`src/rtl/mem_arbiter_pkg.sv`:
```
// mem_arbiter_pkg
//   Shared types and constants for the two-to-one memory arbiter.
//   arbiter_state_type    : FSM states (IDLE, BUSY_I, BUSY_D)
//   mem_arbiter_reg_type  : complete registered state of the arbiter
//   init_mem_arbiter_reg  : reset value of that state
//   Optional feature macro: MEM_ARBITER_ROUND_ROBIN_EN (uses last_grant).
package mem_arbiter_pkg;

   localparam int ARB_XLEN = 32;   // address/data width of the registered fields
   localparam int CNT_W    = 10;   // timeout counter width

   typedef enum logic [1:0] {
      IDLE   = 2'd0,
      BUSY_I = 2'd1,
      BUSY_D = 2'd2
   } arbiter_state_type;

   typedef struct packed {
      arbiter_state_type   state;
      logic [ARB_XLEN-1:0] addr;
      logic [ARB_XLEN-1:0] wdata;
      logic [3:0]          wstrb;
      logic                instr;
      logic [CNT_W-1:0]    count;
      logic                last_grant;  // 1 = fetch granted last
   } mem_arbiter_reg_type;

   localparam mem_arbiter_reg_type init_mem_arbiter_reg = '{
      state:      IDLE,
      addr:       '0,
      wdata:      '0,
      wstrb:      4'h0,
      instr:      1'b0,
      count:      '0,
      last_grant: 1'b1
   };

endpackage

```
`src/rtl/mem_arbiter_if.sv`:
```
// mem_arbiter_if
//   Bundles the fetch port (imem_*), the load/store port (dmem_*) and the
//   external memory port (mem_*) of the arbiter.
//   Handshake: a requester raises x_valid with stable fields and holds them
//   until x_ready; x_ready is a single-cycle pulse carrying x_rdata/x_error.
//   The arbiter holds mem_valid and the mem_* fields stable until the memory
//   returns a single-cycle mem_ready pulse together with mem_rdata.
//   modport slave  : arbiter view
//   modport master : environment view (requesters + memory)
interface mem_arbiter_if #(
   parameter int XLEN = 32
);
   logic            imem_valid;
   logic [XLEN-1:0] imem_addr;
   logic            imem_ready;
   logic [XLEN-1:0] imem_rdata;
   logic            imem_error;

   logic            dmem_valid;
   logic [XLEN-1:0] dmem_addr;
   logic [XLEN-1:0] dmem_wdata;
   logic [3:0]      dmem_wstrb;
   logic            dmem_ready;
   logic [XLEN-1:0] dmem_rdata;
   logic            dmem_error;

   logic            mem_valid;
   logic            mem_instr;
   logic [XLEN-1:0] mem_addr;
   logic [XLEN-1:0] mem_wdata;
   logic [3:0]      mem_wstrb;
   logic            mem_ready;
   logic [XLEN-1:0] mem_rdata;

   modport slave (
      input  imem_valid, imem_addr,
      output imem_ready, imem_rdata, imem_error,
      input  dmem_valid, dmem_addr, dmem_wdata, dmem_wstrb,
      output dmem_ready, dmem_rdata, dmem_error,
      output mem_valid, mem_instr, mem_addr, mem_wdata, mem_wstrb,
      input  mem_ready, mem_rdata
   );

   modport master (
      output imem_valid, imem_addr,
      input  imem_ready, imem_rdata, imem_error,
      output dmem_valid, dmem_addr, dmem_wdata, dmem_wstrb,
      input  dmem_ready, dmem_rdata, dmem_error,
      input  mem_valid, mem_instr, mem_addr, mem_wdata, mem_wstrb,
      output mem_ready, mem_rdata
   );

endinterface

```
`src/rtl/mem_arbiter.sv`:
```
// mem_arbiter
//   Shares one memory port between instruction fetch and the load/store path.
//   The winning request is registered in IDLE, presented on mem_* while BUSY,
//   and the memory response is steered back to the winner as a ready pulse.
//   A transfer that sees no mem_ready is abandoned with an error response.
//   Ports:
//     clk     : clock
//     rst     : synchronous active-low reset
//     bus     : mem_arbiter_if.slave (imem_*, dmem_*, mem_* signals)
//     state_o : current FSM state (debug)
//   Parameters: XLEN (must equal ARB_XLEN), TIMEOUT (abandon threshold).
//   Optional feature macro: MEM_ARBITER_ROUND_ROBIN_EN -- alternate the
//   winner on simultaneous requests instead of fixed dmem priority.
module mem_arbiter
   import mem_arbiter_pkg::*;
#(
   parameter int XLEN    = ARB_XLEN,
   parameter int TIMEOUT = 1023
) (
   input  logic              clk,
   input  logic              rst,
   mem_arbiter_if.slave      bus,
   output arbiter_state_type state_o
);

   localparam logic [CNT_W-1:0] TIMEOUT_C = CNT_W'(TIMEOUT);

   mem_arbiter_reg_type r_q, r_d;

   logic busy_i, busy_d;
   logic timeout, done;
   logic pick_d;

   assign busy_i  = (r_q.state == BUSY_I);
   assign busy_d  = (r_q.state == BUSY_D);
   // The counter is cleared at grant and advances once per busy cycle, so it
   // equals TIMEOUT after TIMEOUT busy cycles have elapsed.
   assign timeout = (r_q.count == TIMEOUT_C);
   // mem_ready wins over timeout: an error is only reported without mem_ready.
   assign done    = bus.mem_ready | timeout;

   always_comb begin
      r_d    = r_q;
      pick_d = 1'b0;
      case (r_q.state)
         IDLE: begin
            if (bus.dmem_valid || bus.imem_valid) begin
`ifdef MEM_ARBITER_ROUND_ROBIN_EN
               // dmem wins a tie only when fetch was granted last time.
               pick_d = bus.dmem_valid & (~bus.imem_valid | r_q.last_grant);
               r_d.last_grant = ~pick_d;
`else
               pick_d = bus.dmem_valid;
`endif
               r_d.count = '0;
               if (pick_d) begin
                  r_d.state = BUSY_D;
                  r_d.addr  = bus.dmem_addr;
                  r_d.wdata = bus.dmem_wdata;
                  r_d.wstrb = bus.dmem_wstrb;
                  r_d.instr = 1'b0;
               end else begin
                  r_d.state = BUSY_I;
                  r_d.addr  = bus.imem_addr;
                  r_d.wdata = '0;
                  r_d.wstrb = 4'h0;
                  r_d.instr = 1'b1;
               end
            end
         end
         BUSY_I, BUSY_D: begin
            r_d.count = r_q.count + 1'b1;
            if (done) begin
               r_d.state = IDLE;
            end
         end
         default: r_d.state = IDLE;
      endcase
   end

   always_ff @(posedge clk) begin
      if (!rst) begin
         r_q <= init_mem_arbiter_reg;
      end else begin
         r_q <= r_d;
      end
   end

   // Ready is suppressed while reset is asserted so an aborted transfer never
   // acknowledges its requester.
   assign bus.imem_ready = rst & busy_i & done;
   assign bus.dmem_ready = rst & busy_d & done;
   assign bus.imem_rdata = (bus.imem_ready & bus.mem_ready) ? bus.mem_rdata : '0;
   assign bus.dmem_rdata = (bus.dmem_ready & bus.mem_ready) ? bus.mem_rdata : '0;
   assign bus.imem_error = bus.imem_ready & ~bus.mem_ready;
   assign bus.dmem_error = bus.dmem_ready & ~bus.mem_ready;

   assign bus.mem_valid = (r_q.state != IDLE);
   assign bus.mem_instr = r_q.instr;
   assign bus.mem_addr  = r_q.addr;
   assign bus.mem_wdata = r_q.wdata;
   assign bus.mem_wstrb = r_q.wstrb;

   assign state_o = r_q.state;

endmodule

```
`src/flat_wrapper.sv`:
```
// flat-port wrapper written by rule: the top's interface ports become plain ports
module mem_arbiter_flat import mem_arbiter_pkg::*;
#(
   parameter int XLEN    = ARB_XLEN,
   parameter int TIMEOUT = 1023
)
  (clk, rst, state_o, bus_imem_valid, bus_imem_addr, bus_imem_ready, bus_imem_rdata, bus_imem_error, bus_dmem_valid, bus_dmem_addr, bus_dmem_wdata, bus_dmem_wstrb, bus_dmem_ready, bus_dmem_rdata, bus_dmem_error, bus_mem_valid, bus_mem_instr, bus_mem_addr, bus_mem_wdata, bus_mem_wstrb, bus_mem_ready, bus_mem_rdata);
  mem_arbiter_if #(.XLEN(XLEN)) bus_i ();
  input  logic clk;
  input  logic rst;
  output arbiter_state_type state_o;
  input wire logic [$bits(bus_i.imem_valid)-1:0] bus_imem_valid;
  input wire logic [$bits(bus_i.imem_addr)-1:0] bus_imem_addr;
  output wire logic [$bits(bus_i.imem_ready)-1:0] bus_imem_ready;
  output wire logic [$bits(bus_i.imem_rdata)-1:0] bus_imem_rdata;
  output wire logic [$bits(bus_i.imem_error)-1:0] bus_imem_error;
  input wire logic [$bits(bus_i.dmem_valid)-1:0] bus_dmem_valid;
  input wire logic [$bits(bus_i.dmem_addr)-1:0] bus_dmem_addr;
  input wire logic [$bits(bus_i.dmem_wdata)-1:0] bus_dmem_wdata;
  input wire logic [$bits(bus_i.dmem_wstrb)-1:0] bus_dmem_wstrb;
  output wire logic [$bits(bus_i.dmem_ready)-1:0] bus_dmem_ready;
  output wire logic [$bits(bus_i.dmem_rdata)-1:0] bus_dmem_rdata;
  output wire logic [$bits(bus_i.dmem_error)-1:0] bus_dmem_error;
  output wire logic [$bits(bus_i.mem_valid)-1:0] bus_mem_valid;
  output wire logic [$bits(bus_i.mem_instr)-1:0] bus_mem_instr;
  output wire logic [$bits(bus_i.mem_addr)-1:0] bus_mem_addr;
  output wire logic [$bits(bus_i.mem_wdata)-1:0] bus_mem_wdata;
  output wire logic [$bits(bus_i.mem_wstrb)-1:0] bus_mem_wstrb;
  input wire logic [$bits(bus_i.mem_ready)-1:0] bus_mem_ready;
  input wire logic [$bits(bus_i.mem_rdata)-1:0] bus_mem_rdata;
  assign bus_i.imem_valid = bus_imem_valid;
  assign bus_i.imem_addr = bus_imem_addr;
  assign bus_imem_ready = bus_i.imem_ready;
  assign bus_imem_rdata = bus_i.imem_rdata;
  assign bus_imem_error = bus_i.imem_error;
  assign bus_i.dmem_valid = bus_dmem_valid;
  assign bus_i.dmem_addr = bus_dmem_addr;
  assign bus_i.dmem_wdata = bus_dmem_wdata;
  assign bus_i.dmem_wstrb = bus_dmem_wstrb;
  assign bus_dmem_ready = bus_i.dmem_ready;
  assign bus_dmem_rdata = bus_i.dmem_rdata;
  assign bus_dmem_error = bus_i.dmem_error;
  assign bus_mem_valid = bus_i.mem_valid;
  assign bus_mem_instr = bus_i.mem_instr;
  assign bus_mem_addr = bus_i.mem_addr;
  assign bus_mem_wdata = bus_i.mem_wdata;
  assign bus_mem_wstrb = bus_i.mem_wstrb;
  assign bus_i.mem_ready = bus_mem_ready;
  assign bus_i.mem_rdata = bus_mem_rdata;
  mem_arbiter #(.XLEN(XLEN), .TIMEOUT(TIMEOUT)) u_core (.clk(clk), .rst(rst), .bus(bus_i), .state_o(state_o));
endmodule
```
`config.mk`:
```
export PLATFORM = sky130hd
export DESIGN_NAME = mem_arbiter_flat
export DESIGN_NICKNAME = d
export VERILOG_FILES = /design/src/rtl/mem_arbiter_pkg.sv /design/src/rtl/mem_arbiter_if.sv /design/src/rtl/mem_arbiter.sv /design/src/flat_wrapper.sv
export SDC_FILE = /design/constraint.sdc
export NUM_CORES = 1
export LEC_CHECK = 0
export ABC_AREA = 0
export CORE_MARGIN = 5
export CORE_UTILIZATION = 35
export DETAILED_ROUTE_END_ITERATION = 16
export PLACE_DENSITY = 0.78
export SLEW_MARGIN = 20
export SYNTH_ARGS = -nofsm -noshare
export SYNTH_HDL_FRONTEND = slang
export SYNTH_SLANG_ARGS = --single-unit
```
`constraint.sdc`:
```
create_clock -name clk -period 4.1 [get_ports clk]
set_input_delay 0.82 -clock clk [delete_from_list [all_inputs] [get_ports clk]]
set_output_delay 0.82 -clock clk [all_outputs]
set_load 0.01 [all_outputs]
```
==> reports/results.txt <==
status: finished clean
post-place instance area: 6620 sq um
Post CTS Setup Buffer Count: 0
vias in the first global route: 4,105
Req. time, crit path: 3.28 ns
Max Cap Violations: 0
Max transition margin: 0.490
Achievable Freq: 0.290 GHz
I/O pins: 277
initial antenna violation count: 0
fin area: 6910 sq um
nets: 825
Hold Path Depth: 2
share of the synthesized area in the top cell type: 0.375
final wirelength: 13,600 um
Worst-Margin Slew: 0.765 ns
top_reg_cell synth: dfxtp_1
Synth Instances: 495
Hold EP: u_core.r_q[1]$_SDFFE_PN0P_
clk_skew: 0.00646 ns
Die Y: 121 um
r2r setup slk: 1.83 ns
post-synthesis sequential area ratio: 0.375
R2R Path End: u_core.bus.mem_addr[9]$_SDFFE_PN0P_
Root Buffer: clkbuf_16
first-pass GRT wire length: 20,900 um
Worst Path Arrival: 2.62 ns
syn_area_per_cell: 8.73 sq um
Worst Setup Start Kind: input port
hpwl dp: 10,900 um
syn nets: 636
top-count cell post-synth: dfxtp_1
Num CTS Buffers: 9
critical path class: input port to output pin
CTS sink count: 81
Tmin final: 3.44 ns
drt drc: 0
Initial Util: 0.358
P_leak: 2.66 nW
die area: 14,700 sq um
Post-synth top cells: 81 x dfxtp_1, 76 x nor2_1, 73 x buf_4
clock buffer depth: 2
RSZ-0062 raised after global routing: no
VDD IR-drop max: 0.210 mV
WL/cell: 15.9 um
FFs w/ async S/R, synth: 0
n_diodes: 0
worst hold start: u_core.r_q[1]$_SDFFE_PN0P_
worst skew pair latency: 0.33 ns
cts hold-fix bufs: 0
Yosys top cell by area: dfxtp_1
Pre-antenna DRT Iters: 5
EDFF count, synth: 0
clk slew on worst S/H paths: 0.06 ns
r2r startpoint: u_core.state_o[0]$_SDFFE_PN0P_
final hold vios: 0
core area: 12,100 sq um
TritonCTS clock tree: done
synth unique cells: 38
synthesized area: 4320 sq um
power per cell area: 351 nW/um^2
area grow syn2layout: 60.0%
Syn. warnings: 0
number of DRC markers in iteration 0: 151
cells on worst reg2reg path: 6
H-tree lvl count: 3
setup violators final: 0
Worst Hold Class: register to register
final worst-path cycle share: 0.840
largest net degree at the start of global routing: 74
Total GRT Usage: 0.178
synth top area cells: dfxtp_1 38%, buf_4 13%, and2_1 9.4%
DR vias/cell: 4.71
fraction of layout cells with a size suffix above 1: 0.0422
CP max FO: 32
cts repair resizes: 0
Max Slew Vio Count: 0
Fillers: 1,047
routability congestion estimate: 0.924
register bit total from synthesis: 81
Detail Route Antenna Nets: 0
Hold WS: 0.493 ns
# port buffers: 276
die width: 121 um
Fin Setup TNS: 0 ns
CP Capture Type: output pin
DR vias: 4,036
Rows: 40
GR Overflow Total: 0
[cells in the final DEF (no fill, tap or decap), types with 5 or more instances in the layout]
cell type	instances
clkbuf_16	9
nand2_1	7
a22oi_1	36
a21oi_1	8
xor2_1	5
and2_1	65
a211oi_1	33
mux2i_1	32
nor2_1	76
clkdlybuf4s50_1	275
buf_4	6
dfxtp_1	81
o211ai_1	5
[state kept, by name (all words and copies together), names as in the netlist]
| signal | cells |
|---|---|
| u_core.r_q | 10 |
| u_core.state_o | 2 |
| u_core.bus.mem_wstrb | 4 |
| u_core.bus.mem_wdata | 32 |
| u_core.bus.mem_addr | 32 |
| u_core.bus.mem_instr | 1 |
[cell type report]
type	instances	area, sq um	share of cell area
repair buffers	282	2800	0.405
multi-input cells	305	1960	0.284
flip-flops and latches	81	1620	0.235
clock buffers	12	256	0.0371
well taps	168	210	0.0304
clock inverters	3	40.0	0.00579
inverters	5	21.3	0.00308
[worst max-delay path by stage]
stage          start                  to  slack, ns  cells after the start
6_report         rst  bus_dmem_rdata[14]       0.66                      5
5_1_grt          rst   bus_imem_rdata[1]       0.54                      5
4_1_cts          rst  bus_dmem_rdata[10]       0.63                      5
3_5_place_dp     rst  bus_dmem_rdata[10]       0.63                      5
3_3_place_gp     rst  bus_dmem_rdata[10]       0.72                      5
2_1_floorplan    rst  bus_dmem_rdata[10]       1.87                      3
[where the power goes]
group	internal (mW)	leakage (nW)	total (mW)	switching (mW)
Combinational	0.384	1.84	0.707	0.323
Clock	0.500	0.148	0.802	0.303
Sequential	0.874	0.667	0.919	0.0444
[layer usage]
metal / GRT usage / routed length, um / up-vias
met1: 0.175 / 4820 / 1830
met5: 0 / 0 / -
met3: 0.0685 / 1460 / 18
li1: - / - / 2004
met2: 0.341 / 7110 / 184
met4: 0.0517 / 218 / 0
[per-stage QoR]
stage                      util  setup slack, ns  total power [mW]  instances
after CTS                 0.573            0.629              2.45        856
final                     0.573            0.656              2.43        856
after global placement    0.548            0.718              1.63        841
after detailed placement  0.549            0.629              1.65        841
after floorplan               -             1.87              1.37        495
after global routing      0.573            0.541              2.55        856
[cells by family after synthesis]
logic type	share of synthesized area
compound gates	0.158
xor+xnor	0.0101
fa+ha+maj	0.0116
buf+inv	0.171
flops	0.375
mux	0.0741
simple gates	0.199
[critical path, stage by stage]
cell and delay [ns]:
clkdlybuf4s50_1 0.62, and3_1 0.20, buf_4 0.25, and2_1 0.17, clkdlybuf4s50_1 0.55
(Power assumes the default switching activity.)
